`src/rtl/id_ex_pipeline_reg.sv`:
```
// ID->EX pipeline register with hazard stall/flush and a per-entry valid bit.
// Define ID_EX_PERF_CNT_EN to add saturating bubble/stall performance counters.
module id_ex_pipeline_reg #(
   parameter int XLEN  = 32,
   parameter int CNT_W = 32
) (
   input  logic            clk,
   input  logic            rst,
   input  logic            stall,
   input  logic            flush,
   input  logic            validD,
   input  logic            RegWriteD,
   input  logic            MemWriteD,
   input  logic [1:0]      ResultSrcD,
   input  logic            BranchD,
   input  logic            JumpD,
   input  logic            ALUSrcD,
   input  logic [2:0]      ALUControlD,
   input  logic [XLEN-1:0] RD1D,
   input  logic [XLEN-1:0] RD2D,
   input  logic [XLEN-1:0] PCD,
   input  logic [XLEN-1:0] PCPlus4D,
   input  logic [XLEN-1:0] ImmExtD,
   input  logic [4:0]      Rs1D,
   input  logic [4:0]      Rs2D,
   input  logic [4:0]      RdD,
   output logic            validE,
   output logic            RegWriteE,
   output logic            MemWriteE,
   output logic [1:0]      ResultSrcE,
   output logic            BranchE,
   output logic            JumpE,
   output logic            ALUSrcE,
   output logic [2:0]      ALUControlE,
   output logic [XLEN-1:0] RD1E,
   output logic [XLEN-1:0] RD2E,
   output logic [XLEN-1:0] PCE,
   output logic [XLEN-1:0] PCPlus4E,
   output logic [XLEN-1:0] ImmExtE,
   output logic [4:0]      Rs1E,
   output logic [4:0]      Rs2E,
   output logic [4:0]      RdE
`ifdef ID_EX_PERF_CNT_EN
   ,
   output logic [CNT_W-1:0] bubble_cnt,
   output logic [CNT_W-1:0] stall_cnt
`endif
);

   typedef struct packed {
      logic            valid;
      logic            reg_write;
      logic            mem_write;
      logic [1:0]      result_src;
      logic            branch;
      logic            jump;
      logic            alu_src;
      logic [2:0]      alu_control;
      logic [XLEN-1:0] rd1;
      logic [XLEN-1:0] rd2;
      logic [XLEN-1:0] pc;
      logic [XLEN-1:0] pc_plus4;
      logic [XLEN-1:0] imm_ext;
      logic [4:0]      rs1;
      logic [4:0]      rs2;
      logic [4:0]      rd;
   } stage_t;

   stage_t stage_d, stage_q;

   if (XLEN < 1 || CNT_W < 1) begin : g_param_check
      $error("id_ex_pipeline_reg: XLEN and CNT_W must be positive");
   end

   // NOTE: stage_d gets a full default first, so no path through this block can infer a latch.
   always_comb begin
      stage_d = stage_q;
      if (flush) begin
         stage_d = '0;
      end else if (!stall) begin
         stage_d.valid    = validD;
         stage_d.rd1      = RD1D;
         stage_d.rd2      = RD2D;
         stage_d.pc       = PCD;
         stage_d.pc_plus4 = PCPlus4D;
         stage_d.imm_ext  = ImmExtD;
         stage_d.rs1      = Rs1D;
         stage_d.rs2      = Rs2D;
         stage_d.rd       = RdD;
         // A bubble must never write state or redirect the PC, so its controls are zeroed.
         stage_d.reg_write   = validD & RegWriteD;
         stage_d.mem_write   = validD & MemWriteD;
         stage_d.result_src  = validD ? ResultSrcD : 2'b00;
         stage_d.branch      = validD & BranchD;
         stage_d.jump        = validD & JumpD;
         stage_d.alu_src     = validD & ALUSrcD;
         stage_d.alu_control = validD ? ALUControlD : 3'b000;
      end
   end

   // NOTE: sequential state uses non-blocking assignment so every flop samples pre-edge values.
   always_ff @(posedge clk) begin
      if (rst) stage_q <= '0;
      else     stage_q <= stage_d;
   end

   assign validE      = stage_q.valid;
   assign RegWriteE   = stage_q.reg_write;
   assign MemWriteE   = stage_q.mem_write;
   assign ResultSrcE  = stage_q.result_src;
   assign BranchE     = stage_q.branch;
   assign JumpE       = stage_q.jump;
   assign ALUSrcE     = stage_q.alu_src;
   assign ALUControlE = stage_q.alu_control;
   assign RD1E        = stage_q.rd1;
   assign RD2E        = stage_q.rd2;
   assign PCE         = stage_q.pc;
   assign PCPlus4E    = stage_q.pc_plus4;
   assign ImmExtE     = stage_q.imm_ext;
   assign Rs1E        = stage_q.rs1;
   assign Rs2E        = stage_q.rs2;
   assign RdE         = stage_q.rd;

`ifdef ID_EX_PERF_CNT_EN
   logic [CNT_W-1:0] bubble_cnt_d, bubble_cnt_q;
   logic [CNT_W-1:0] stall_cnt_d, stall_cnt_q;
   logic             bubble_evt, stall_evt;

   assign bubble_evt = flush | (~stall & ~validD);
   assign stall_evt  = stall & ~flush;

   always_comb begin
      bubble_cnt_d = bubble_cnt_q;
      stall_cnt_d  = stall_cnt_q;
      if (bubble_evt && bubble_cnt_q != '1) bubble_cnt_d = bubble_cnt_q + CNT_W'(1);
      if (stall_evt && stall_cnt_q != '1)   stall_cnt_d  = stall_cnt_q + CNT_W'(1);
   end

   always_ff @(posedge clk) begin
      if (rst) begin
         bubble_cnt_q <= '0;
         stall_cnt_q  <= '0;
      end else begin
         bubble_cnt_q <= bubble_cnt_d;
         stall_cnt_q  <= stall_cnt_d;
      end
   end

   assign bubble_cnt = bubble_cnt_q;
   assign stall_cnt  = stall_cnt_q;
`endif

endmodule

```
`config.mk`:
```
export PLATFORM = sky130hd
export DESIGN_NAME = id_ex_pipeline_reg
export DESIGN_NICKNAME = d
export VERILOG_FILES = /design/src/rtl/id_ex_pipeline_reg.sv
export SDC_FILE = /design/constraint.sdc
export NUM_CORES = 1
export LEC_CHECK = 0
export ABC_CLOCK_PERIOD_IN_PS = 3000
export BUFFER_PORTS_ARGS = -buffer_cell sky130_fd_sc_hd__buf_4
export CAP_MARGIN = 20
export CORE_MARGIN = 2
export CORE_UTILIZATION = 30
export CTS_BUF_LIST = sky130_fd_sc_hd__clkbuf_2
export CTS_CLUSTER_SIZE = 12
export DETAILED_ROUTE_END_ITERATION = 10
export PLACE_DENSITY = 0.59
export SYNTH_ARGS = -nofsm -noshare
export SYNTH_HDL_FRONTEND = slang
export SYNTH_SLANG_ARGS = --single-unit
```
`constraint.sdc`:
```
create_clock -name clk -period 3 [get_ports clk]
set_clock_uncertainty 0.05 [all_clocks]
set_input_delay 0.6 -clock clk [delete_from_list [all_inputs] [get_ports clk]]
set_output_delay 0.6 -clock clk [all_outputs]
set_load 0.02 [all_outputs]
```
==> results of run 1 <==
layout by cell type (no fill, tap or decap):
master           n
dlygate4sd3_1  183
clkbuf_2        18
nand3b_1        10
nor2_1         166
buf_8            1
bufinv_16        4
or2_4            1
buf_4          381
a21oi_1         10
buf_12           4
dfxtp_1        186
clkinv_4         1
nor2_2          10
nand2_1         10
clkinvlp_4       3
diode_2          1
mux2i_1        176
inv_6            4
stage by stage:
step	hold slack (ps)	worst slack, ps	std cells	total power [mW]
2_1_floorplan	485.9	1564	613	3.037
3_3_place_gp	398.5	1133	1235	3.376
3_5_place_dp	403.9	1118	1235	3.383
4_1_cts	4.438	913.9	1445	5.065
5_1_grt	12.53	877.0	1449	5.249
6_report	117.9	1031	1449	4.992
area by class of cell:
type                            count  area [um2]  area share (%)
Timing Repair Buffer              569        4787           40.71
Antenna cell                        1       2.502         0.02128
Sequential cell                   186        3724           31.67
Tap cell                          280       350.3           2.979
Clock inverter                     12       186.4           1.585
Multi-Input combinational cell    383        2619           22.27
Clock buffer                       18       90.09          0.7661
sequential cells by signal, summed over array words and instances (netlist names), 3 cells and up:
signal	count
RD1E	32
PCPlus4E	32
ALUControlE	3
PCE	32
Rs1E	5
RdE	5
Rs2E	5
ImmExtE	32
RD2E	32
kinds of logic after synthesis:
family / after synthesis / share of synthesized area (%)
buffers and inverters: 44 / 6.080
and+or+nand+nor: 197 / 11.92
AOI/OAI and AO/OA: 10 / 0.7415
DFF: 186 / 55.16
muxes: 176 / 26.10
how the worst max path moves through the flow:
stage	from	endpoint	slack [ps]	depth (start not counted)
after floorplan	stall	ImmExtE[20]	1560	5
after global placement	stall	RD1E[12]	1130	4
after detailed placement	stall	RD1E[29]	1120	4
after CTS	PCPlus4E[1]	PCPlus4E[1]	910	1
after global routing	PCPlus4E[30]	PCPlus4E[30]	880	1
final	PCPlus4E[1]	PCPlus4E[1]	1030	1
where the power goes:
group | switching [mW] | internal (mW) | total, mW
Combinational | 0.394 | 0.543 | 0.937
Clock | 0.899 | 0.553 | 1.45
Sequential | 0.0434 | 2.56 | 2.60
layer usage:
metal  wire length (um)  global-route usage, %  vias up  share of wire, %
met5                  0                      0        -                 0
met4                599                  6.809        0               2.7
met3               1914                  6.962       40               8.8
met2              10550                  30.94      270                48
met1               8751                  19.71     2852                40
li1                   -                      -     3105                 -
repair_timing:
action	in CTS	in global routing
hold endpoints to repair	180	3
hold buffers	180	3
setup endpoints to repair	0	0
gates resized for setup	0	0
==> summary.md, run 1 <==
| Metric | Value |
|---|---|
| RSZ-0062 raised after global routing | no |
| Fillers | 1932 |
| WL/cell | around 15 um |
| Syn-to-layout area delta | 74.20% |
| Synth cell count leaders | 186 x dfxtp_1, 176 x mux2i_1, 166 x nor2_1, 31 x buf_6 |
| GRT Residual Overflow | 0 |
| Reg2reg start | ImmExtE[3] |
| Max-slew violation count | 0 |
| Sequential share of the synthesized area | 55.16% |
| Via count | 6267 |
| Clock latency on the worst-skew pair | a little under 700 ps |
| # DRC | 0 |
| Synth Area per Inst | 11.01 um2 |
| Die height | 154 um |
| Antenna violations before repair | 1 |
| Clock Path Buffers | 2 |
| Power Dens Cells | ~420 nW/um2 |
| Critical path's slowest cell | dfxtp_1 |
| Core ar. | 21960 um2 |
| Final setup violation count | 0 |
| Layout Utilization | 53.55% |
| Clock Pin Slew Worst Setup and Hold Paths | 260 ps |
| Fmax | 508.0 MHz |
| Static leakage | 5.709 nW |
| Top cell type's share of synthesized area | 55.16% |
| Num CTS Buffers | 17 |
| Starting DRC count in detailed routing | 248 |
| Post-synth top flop | dfxtp_1 |
| Worst-path fanout max | 2 |
| Share of post-route cells with drive strength above 1 | 36.56% |
| Crit path kind | flip-flop to output pin |
| Antenna viol nets, final | 0 |
| Flop2flop setup slack | 2270 ps |
| Post-DP HPWL | 13940 um |
| Die area | 23720 um2 |
| CP peak stage delay | 450 ps |
| Via density | 4.325 |
| Hold Path Sink | ResultSrcE[1] |
| Synth Instances | 613 |
| Maximum number of pins on one net before global-route repair | 76 |
| Final wirelength | 21820 um |
| Worst Path Required | 2350 ps |
| Fin crit share | approximately 66% |
| Setup TNS | 0 ps |
| Crit path max-delay family | flip-flops |
| Outcome | complete, no violations |
| Hold Path Stages | 3 |
| Hold Vio Cnt, Final | 0 |
| Cell area after synthesis | 6750 um2 |
| Tmin final | ~2000 ps |
| H-tree Lvls | 4 |
| EDFF count, synth | 0 |
| IO Count | roughly 380 |
| Cell area after layout | 11760 um2 |
| TritonCTS clock tree | done |
| Synth Register Bits | 186 |
| Port Buf Inserts | 375 |
| Fin nets | between 1k and 1.5k |
| Slew HR | 66.22% |
| CP arrival | 1320 ps |
| Post-CTS Setup Inserts | 0 |
| Syn_nets | 803 |
| Worst-margin pin slew | a little over 500 ps |
| Top cells by area, synth | dfxtp_1 55%, mux2i_1 26%, nor2_1 9.2% |
| GRT Util Overall | 17.84% |
| Netlist cell types | 12 |
| Critical path capture point type | output pin |
| Core Rows | 54 |
| Post-synth top area cell | dfxtp_1 |
| CTS root buffer | clkbuf_2 |
| First-pass GRT wire length | ~34000 um |
| Drt pass-1 iters | 4 |
| Worst Path Buf+Inv | 1 |
| Hold Startpoint | ResultSrcD[1] |
| Vias in the first global route | approximately 6.6k |
| Most common cell in the synthesized netlist | dfxtp_1 |
| Clock Sinks | between 150 and 200 |
| Max_cap viols | 0 |
| R2R cell count | 2 |
| GP Congestion | around 0.76 |
| Reg-to-reg critical path endpoint | ImmExtE[3] |
| Initial Utilization | 30.74% |
| Yosys warns | 0 |
| Worst path cell trace | buf_4 |
| Maximum VDD drop | 0.2460 mV |
| Hold Crit Class | primary input to flip-flop |
| DP Area | 9648 um2 |
| Fraction of registers with async set/reset | 0% |
| Worst setup SP type | flip-flop |
| Chip width | 154 um |
Power figures use the tool's default switching activity.
==> run 2: changes to the inputs <==
--- a/config.mk
+++ b/config.mk
@@ -5,7 +5,7 @@
 export SDC_FILE = /design/constraint.sdc
 export NUM_CORES = 1
 export LEC_CHECK = 0
-export ABC_CLOCK_PERIOD_IN_PS = 3000
+export ABC_CLOCK_PERIOD_IN_PS = 1900
 export BUFFER_PORTS_ARGS = -buffer_cell sky130_fd_sc_hd__buf_4
 export CAP_MARGIN = 20
 export CORE_MARGIN = 2
==> constraint.sdc (replaced) <==
create_clock -name clk -period 1.9 [get_ports clk]
set_clock_uncertainty 0.05 [all_clocks]
set_input_delay 0.38 -clock clk [delete_from_list [all_inputs] [get_ports clk]]
set_output_delay 0.38 -clock clk [all_outputs]
set_load 0.02 [all_outputs]
==> summary.md, run 2 (synthesized netlist as in run 1, its figures left out) <==
| Metric | Value |
|---|---|
| Clock power frac | 25.5% (-3.6 points) |
| Most frequent cells in the layout | 361 x buf_4, 230 x dlygate4sd3_1, 176 x mux2i_1 |
| Final setup violation count | 0 (unchanged) |
| Final Hold Slack | 82.49 ps (-35.39 ps) |
| Die area | 23720 um2 (unchanged) |
| Chip width | 154 um (unchanged) |
| Placed cells | 1248 (+1.1%) |
| Switch share | 29.46% (+2.7 points) |
| Hold Startpoint | stall |
| Max-slew violation count | 0 (unchanged) |
| First-pass GRT wire length | 34990 um (+3.3%) |
| Antenna violations before repair | 1 (unchanged) |
| Worst-path fanout max | 2 (unchanged) |
| Tmin final | 1746 ps |
| Starting DRC count in detailed routing | 217 (-13%) |
| H-tree Lvls | 4 (unchanged) |
| Clock latency on the worst-skew pair | 740 ps (+60 ps) |
| Post-DP HPWL | 14950 um (+7.3%) |
| Core ar. | 21960 um2 (unchanged) |
| Worst path cell trace | buf_6 |
| Clock Pin Slew Worst Setup and Hold Paths | 320 ps (+60 ps) |
| Hold Path Sink | PCE[5] |
| Hold Vio Cnt, Final | 0 (unchanged) |
| CTS root buffer | clkbuf_2 |
| # DRC | 0 (unchanged) |
| Worst Path Required | 1470 ps (-880 ps) |
| Share of post-route cells with drive strength above 1 | 41.31% (+4.8 points) |
| Slew HR | 70.27% (+4.0 points) |
| Core Rows | 54 (unchanged) |
| GRT Residual Overflow | 0 (unchanged) |
| Num CTS Buffers | 17 (unchanged) |
| Power Dens Cells | 613.1 nW/um2 (+44%) |
| Outcome | complete, no violations |
| Static leakage | 6.062 nW (+6.2%) |
| GRT Util Overall | 18.42% (+0.58 points) |
| NetSw | 2.275 mW (+70%) |
| WL/cell | 15.02 um (-0.26%) |
| Via density | 4.333 (+0.18%) |
| Maximum VDD drop | 0.3028 mV (+23%) |
| Flop2flop setup slack | 490 ps (-1780 ps) |
| Final wirelength | 22740 um (+4.2%) |
| TritonCTS clock tree | done |
| Worst setup SP type | flip-flop |
| Die height | 154 um (unchanged) |
| Clock Sinks | 186 (unchanged) |
| Seq pwr share | 53.4% (+1.3 points) |
| Commonest non-fill, non-tap cell in the layout | buf_4 |
| Critical path's slowest cell | dfxtp_2 |
| Fin crit share | between 90% and 100% |
| Internal cell power | 5.447 mW (+49%) |
| Initial Utilization | 30.74% (unchanged) |
| Crit path max-delay family | flip-flops |
| Max_cap viols | 0 (unchanged) |
| Vias in the first global route | 6888 (+5.0%) |
| Worst-margin pin slew | 446.0 ps (-60.70 ps) |
| Hold Path Stages | 3 (unchanged) |
| Drt pass-1 iters | 4 (unchanged) |
| Combinational share of power | 21.1% (+2.3 points) |
| Hold Crit Class | primary input to flip-flop |
| Maximum number of pins on one net before global-route repair | 36 (-53%) |
| Via count | 6560 (+4.7%) |
| CP arrival | 1320 ps (about the same) |
| Crit path kind | flip-flop to output pin |
| Critical path capture point type | output pin |
| Non-Filler Instances | 1514 (+4.5%) |
| Fin nets | 1409 (+4.6%) |
| Crit path launch | Rs1E[0] |
| Fmax | 572.8 MHz |
| Worst Path Buf+Inv | 1 (unchanged) |
| RSZ-0062 raised after global routing | yes |
| Antenna viol nets, final | 0 (unchanged) |
| CP peak stage delay | 430 ps (-20 ps) |
| Clock Path Buffers | 2 (unchanged) |
| Reg-to-reg critical path endpoint | RD2E[31] |
| IO Count | 376 (unchanged) |
| Reg2reg start | RD2E[31] |
| Syn-to-layout area delta | 86.58% |
| GP Congestion | 0.7433 (-1.9%) |
| Tot Pwr | 7.722 mW (+55%) |
| Port Buf Inserts | 375 (unchanged) |
| R2R cell count | 4 (+2) |
run 2: changes by cell type in the layout (fill, tap and decap cells not counted), sizes merged:
cell / previous run / this run
diode: 1 / 2
clkinvlp: 3 / 0
buf: 386 / 401
inv: 4 / 10
dlygate4sd3: 183 / 230
clkinv: 1 / 4
bufinv: 4 / 0
run 2: per-layer routing:
layer / share of wire (%) / GRT usage [%] / vias to the layer above
li1: - / - / 3243
met4: 1.9 / 5.696 / 0
met3: 8.4 / 6.511 / 30
met5: 0 / 0 / -
met1: 39 / 19.87 / 3023
met2: 50 / 33.67 / 264
run 2: worst max path at each step:
| stage | end | slack [ps] | depth (start not counted) |
|---|---|---|---|
| 2_1_floorplan | ImmExtE[20] | 680 | 5 |
| 3_3_place_gp | RD1E[16] | 420 | 4 |
| 3_5_place_dp | PCE[23] | 410 | 4 |
| 4_1_cts | RD1E[6] | 20 | 1 |
| 5_1_grt | Rs1E[0] | -30 | 1 |
| 6_report | Rs1E[0] | 150 | 1 |
run 2: area by class of cell:
type	instances	area, um2
fillers	1833	9364
repair buffers	631	5598
flip-flops and latches	186	3806
multi-input cells	383	2619
well taps	280	350.3
clock inverters	14	126.4
clock buffers	18	90.09
diodes	2	5.005
run 2: what timing repair did:
item,CTS,global route
buffers inserted,0,2
endpoints found under the hold margin,186,0
gates resized for setup,0,90
hold buffers,230,0
endpoints found under the setup margin,0,66
run 2: power by group through the flow:
stage / logic [mW] / clock network (mW) / registers, mW
finish: 1.63 / 1.97 / 4.12
global route: 1.74 / 2.22 / 4.14
CTS: 1.61 / 2.06 / 4.11
detailed placement: 1.22 / 0 / 4.18
global placement: 1.22 / 0 / 4.18
floorplan: 0.469 / 0 / 4.33
run 2: per-stage QoR:
stage	worst slack (ps)	TNS [ps]	cell area (um2)	util, %
floorplan	683.8	0	6750	-
global placement	419.5	0	9883	45.01
detailed placement	407.8	0	9883	45.01
CTS	19.80	0	12400	56.48
global route	-27.53	-206.3	12590	57.36
finish	154.1	0	12590	57.36
run 2: worst min-delay path, delay by kind of cell:
family	cells	cell delay [ps]
multiplexers	1	160
AND/OR/NAND/NOR	1	70
buffers and inverters	1	180
